`src/rtl/bcd_to_level.sv`:
```
// bcd_to_level: converts a 5-digit packed BCD voltage (D1.D2D3D4D5 V) into
// the matching binary ADC code, code = round(V * SCALE).
// The digits are folded into a binary integer one per clock, scaled by SCALE
// with a half-LSB offset, then divided by 10^4 with a bit-serial restoring
// divider. The result is presented with a fixed, data-independent latency.

module bcd_to_level #(
  parameter int SCALE = 820,
  parameter int DIV   = 10000
) (
  input  logic        CLK,
  input  logic        RSTB,
  input  logic        START,
  input  logic [19:0] BCD_IN,
  output logic [31:0] DATA_OUT,
  output logic        busy,
  output logic        ready,
  output logic        err
);

  localparam logic [2:0] IDLE     = 3'd0;
  localparam logic [2:0] ACCUM    = 3'd1;
  localparam logic [2:0] SCALE_ST = 3'd2;
  localparam logic [2:0] DIVIDE   = 3'd3;
  localparam logic [2:0] DONE     = 3'd4;

  localparam logic [31:0] SCALE_W = 32'(SCALE);
  localparam logic [31:0] DIV_W   = 32'(DIV);
  localparam logic [32:0] DIV_X   = 33'(DIV);
  localparam logic [31:0] HALF_W  = 32'(DIV / 2);

  logic [2:0]  state;
  logic [19:0] bcd_reg;
  logic [16:0] acc;
  logic [31:0] dvd;
  logic [31:0] rem;
  logic [5:0]  cnt;

  logic        bad_digit;
  logic [16:0] acc_next;
  logic [31:0] product;
  logic [32:0] rem_shift;
  logic        rem_ge;
  logic [31:0] rem_sub;

  // Flag a latched request whose digits are not all decimal
  always_comb begin
    bad_digit = 1'b0;
    for (int i = 0; i < 5; i++) begin
      if (bcd_reg[4*i +: 4] > 4'd9) begin
        bad_digit = 1'b1;
      end
    end
  end

  // Datapath: digit accumulate, scale with rounding offset, one divider step
  always_comb begin
    acc_next  = (acc * 17'd10) + {13'd0, bcd_reg[19:16]};
    product   = ({15'd0, acc} * SCALE_W) + HALF_W;
    rem_shift = {rem, dvd[31]};
    rem_ge    = (rem_shift >= DIV_X);
    rem_sub   = rem_shift[31:0] - DIV_W;
  end

  // Conversion sequencer: accept, accumulate digits, scale, divide, present
  always_ff @(posedge CLK or negedge RSTB) begin
    if (!RSTB) begin
      state    <= IDLE;
      bcd_reg  <= '0;
      acc      <= '0;
      dvd      <= '0;
      rem      <= '0;
      cnt      <= '0;
      DATA_OUT <= '0;
      busy     <= 1'b0;
      ready    <= 1'b0;
      err      <= 1'b0;
    end else begin
      case (state)
        IDLE, DONE: begin
          if (START) begin
            bcd_reg <= BCD_IN;
            acc     <= '0;
            dvd     <= '0;
            rem     <= '0;
            cnt     <= '0;
            ready   <= 1'b0;
            err     <= 1'b0;
            busy    <= 1'b1;
            state   <= ACCUM;
          end
        end
        ACCUM: begin
          if ((cnt == 6'd0) && bad_digit) begin
            DATA_OUT <= '0;
            err      <= 1'b1;
            ready    <= 1'b1;
            busy     <= 1'b0;
            state    <= DONE;
          end else begin
            acc     <= acc_next;
            bcd_reg <= {bcd_reg[15:0], 4'h0};
            if (cnt == 6'd4) begin
              cnt   <= '0;
              state <= SCALE_ST;
            end else begin
              cnt <= cnt + 6'd1;
            end
          end
        end
        SCALE_ST: begin
          dvd   <= product;
          rem   <= '0;
          cnt   <= '0;
          state <= DIVIDE;
        end
        DIVIDE: begin
          if (cnt == 6'd32) begin
            DATA_OUT <= dvd;
            ready    <= 1'b1;
            busy     <= 1'b0;
            state    <= DONE;
          end else begin
            rem <= rem_ge ? rem_sub : rem_shift[31:0];
            dvd <= {dvd[30:0], rem_ge};
            cnt <= cnt + 6'd1;
          end
        end
        default: begin
          state <= IDLE;
        end
      endcase
    end
  end

endmodule

```
`config.mk`:
```
export PLATFORM = sky130hd
export DESIGN_NAME = bcd_to_level
export DESIGN_NICKNAME = d
export VERILOG_FILES = /design/src/rtl/bcd_to_level.sv
export SDC_FILE = /design/constraint.sdc
export NUM_CORES = 1
export LEC_CHECK = 0
export BUFFER_PORTS_ARGS = -buffer_cell sky130_fd_sc_hd__buf_4
export CAP_MARGIN = 20
export CORE_UTILIZATION = 29
export DETAILED_ROUTE_END_ITERATION = 12
export PLACE_DENSITY = 0.47
export SLEW_MARGIN = 20
export SYNTH_ARGS = -nofsm -noshare
export SYNTH_HDL_FRONTEND = slang
export SYNTH_SLANG_ARGS = --single-unit
export TNS_END_PERCENT = 10
```
`constraint.sdc`:
```
create_clock -name CLK -period 10.8 [get_ports CLK]
set_input_delay 2.16 -clock CLK [delete_from_list [all_inputs] [get_ports CLK]]
set_output_delay 2.16 -clock CLK [all_outputs]
set_load 0.1 [all_outputs]
```
==> impl_summary.log <==
INFO  metric cts_resized = 0
INFO  metric hold-path-endpoint = dvd[13]
INFO  metric cts_made_buffers = 17
INFO  metric mappedNetlistArea = 11080 µm²
INFO  metric period_share = 0.4799
INFO  metric gp_congestion = 0.7865
INFO  metric crit_path_top_delay_cell = dfrtp_1
INFO  metric rsz0062_at_grt = no
INFO  metric num_antenna_cells = 0
INFO  metric worst_r2r_endpoint = dvd[26]
INFO  metric post-cts-setup-buffer-count = 0
INFO  metric clk_root_buffer_cell = clkbuf_16
INFO  metric worst_r2r_startpoint = acc[1]
INFO  metric crit_path_max_fanout = 12
INFO  metric worst-endpoint-required = 11140 ps
INFO  metric layout-drive-gt1-share = 0.1145
INFO  metric per_instance_average_area_after_synthesis = 9.120 µm²
INFO  metric hpwl = 19.68 mm
INFO  metric grt_pass1_wl = 43.29 mm
INFO  metric cts.htree.levels = 4
INFO  metric run_status = complete, no violations
INFO  metric core-area = 37670 µm²
INFO  metric maxSlewHeadroom = 0.2976
INFO  metric min_path_cells = 2
INFO  metric initial_core_util = 0.2942
INFO  metric number_of_global_route_vias_before_repair = 8370
INFO  metric vias = 8345
INFO  metric critPathTopFamily = adder cells
INFO  metric cp-end-kind = flip-flop
INFO  metric worst_slew_pin_slew = 1051 ps
INFO  metric timing_worst_setup_path_type = reg2reg
INFO  metric numClockSinks = 145
INFO  metric grt_max_degree = 76
INFO  metric max_clock_freq = 192.9 MHz
INFO  metric final_antenna_net_count = 0
INFO  metric num_rows = 71
INFO  metric ys_dominant_reg_cell = dfrtp_1
INFO  metric clk_path_buf_depth = 2
INFO  metric final_nets = 1422
INFO  metric clock_transition_at_the_registers_of_the_reported_paths = 60 ps
INFO  metric cap_violations = 0
INFO  metric worst_clock_skew = 20.82 ps
INFO  metric setup.reg_to_reg.worst_slack = 5620 ps
INFO  metric numPortBuffers = 57
INFO  metric first_pass_iters = 5
INFO  metric post-route-drc-count = 0
INFO  metric layout.cells.most_common = nand2_1
INFO  metric drt-wirelength-per-cell = 14.53 µm
INFO  metric holdCritPathClass = reg2reg
INFO  metric totalWireLength = 25.82 mm
INFO  metric ys_warns = 0
INFO  metric hold_viol = 0
INFO  metric final_critical_path_setup_slack = 5617 ps
INFO  metric fin_tns_setup = 0 ps
INFO  metric cp_num_buf_inv = 2
INFO  metric preCtsSetupSlack = 5615 ps
INFO  metric worst_path_most_repeated_cell = ha_1
INFO  metric worst_setup_path_start_kind = flip-flop
INFO  metric r2r_worst_path_depth = 17
INFO  metric finalSetupViolations = 0
INFO  metric final_core_util = 0.3347
INFO  metric clkLatencyLatePin = 450 ps
INFO  metric floorplan.io_pins = 58
INFO  metric distinct_cell_type_count_after_synthesis = 93
INFO  metric die_height = 197.5 µm
INFO  metric area_growth_syn_to_layout = 13.78%
INFO  metric post_route_hold_slack = 469.3 ps
INFO  metric syn_nets = 1383
INFO  metric grt.total_usage = 0.1388
INFO  metric critical-path-max-stage-delay = 650 ps
INFO  metric final-max-slew-violation-count = 0
INFO  metric min-delay-start = dvd[13]
INFO  metric number_of_antenna_violations_at_the_first_check_in_global_routing = 0
INFO  metric synth_seq_cells = 145
INFO  metric holdBufCountCts = 0
INFO  metric ys_async_sr_fraction = 1.000
INFO  metric globalRoute.totalOverflow = 0
INFO  metric arrival = 5520 ps
INFO  metric die_width = 197.5 µm
INFO  metric syn_inst = 1215
INFO  metric final_period_minus_worst_setup_slack = 5183 ps
INFO  metric worstPathCellList = ha_1 -> xor2_1 -> ha_1 -> fa_1 -> inv_1 -> fa_1 -> inv_1 -> ha_1 -> a21o_1 -> a221oi_2 -> o31a_1 -> o22a_2 -> nand4_1 -> nor3_2 -> nand4_1 -> xnor2_1 -> a21o_1
INFO  metric synth_seq_area_share = 0.3275
INFO  metric avgViaCountPerCell = 4.696
INFO  metric final_cell_mix = nand2_1 (193), dfrtp_1 (145), ha_1 (112), o21ai_0 (108), inv_1 (92)
INFO  metric tritoncts = done
INFO  metric largestRegisters = DATA_OUT (32), dvd (32), rem (32)
INFO  metric synth-edff-count = 0
INFO  metric floorplan.die_area = 38990 µm²
INFO  metric drtIter0Drc = 349
[per-stage QoR]
stage          instance area, µm²  instances
3_3_place_gp                11990       1746
5_1_grt                     12610       1777
2_1_floorplan               11080       1215
4_1_cts                     12600       1777
3_5_place_dp                11990       1746
6_report                    12610       1777
[layout make-up]
cell class	count	area, µm²
fill	3967	25060
multi-input combinational	934	6899
sequential	145	3628
tap	511	639.4
timing repair buffer	64	484.2
clock buffer	20	456.7
inverter	92	345.3
clock inverter	11	153.9
[cell usage after synthesis (3+ instances only)]
library cell  count  area share
xnor2_1          51       0.040
nand2_2           3      0.0017
o21a_1            9      0.0061
ha_1            112        0.13
nor2_1           57       0.019
fa_1             33       0.060
a22o_1           11      0.0087
or3_2             3      0.0020
a21oi_1          34       0.015
nand4_1          10      0.0056
nor4_4            3      0.0058
o211ai_1          8      0.0054
mux2i_1          18       0.016
or3_1             5      0.0028
inv_1            92       0.031
dfrtp_1         145        0.33
nand2_1         194       0.066
a22oi_1           7      0.0047
nand3b_1          3      0.0020
a211oi_1          3      0.0020
a21o_1           18       0.012
nand3_1          38       0.017
o21ai_1          20      0.0090
nor3_1           17      0.0077
clkbuf_1         35       0.012
nor3b_1           5      0.0034
mux2_2            3      0.0030
a31oi_1          12      0.0068
nor2b_1           5      0.0028
nor4_1            5      0.0028
o21ai_0         108       0.049
and3b_1           3      0.0024
o2111ai_1         3      0.0024
xor2_1           49       0.039
and2_1            5      0.0028
and3_1           10      0.0056
o31ai_1           8      0.0054
[tightest hold or removal path: stages, from the launching register on]
cell and delay, ps:
dfrtp_1 340, nand2_1 50, nand2_1 50
[worst max-delay path by stage]
stage | to | start | depth (start not counted)
6_report | dvd[26] | acc[1] | 17
5_1_grt | dvd[26] | acc[1] | 17
4_1_cts | dvd[18] | acc[1] | 17
3_5_place_dp | dvd[26] | acc[1] | 17
3_3_place_gp | dvd[26] | acc[1] | 17
2_1_floorplan | dvd[18] | acc[1] | 17
[per-layer routing]
layer / global-route usage / share of wire / routed length, µm
met3: 0.02424 / 0.021 / 553
met1: 0.1933 / 0.52 / 13300
met4: 0.03732 / 0.0090 / 233
met2: 0.2200 / 0.45 / 11730
met5: 0 / 0 / 0
[logic make-up (layout without fill, tap and decap cells)]
| kind of cell | Yosys count | count (layout) | synth area share |
|---|---|---|---|
| fa+ha+maj | 145 | 145 | 0.1861 |
| xor+xnor | 100 | 100 | 0.07904 |
| mux | 22 | 22 | 0.02066 |
| flops | 145 | 145 | 0.3275 |
| buf+inv | 136 | 187 | 0.05172 |
| simple gates | 386 | 386 | 0.1667 |
| compound gates | 281 | 281 | 0.1684 |
Power is left out: the tool's default activity adds up to more than one toggle a clock period on the data nets, which glitch-free logic cannot reach.
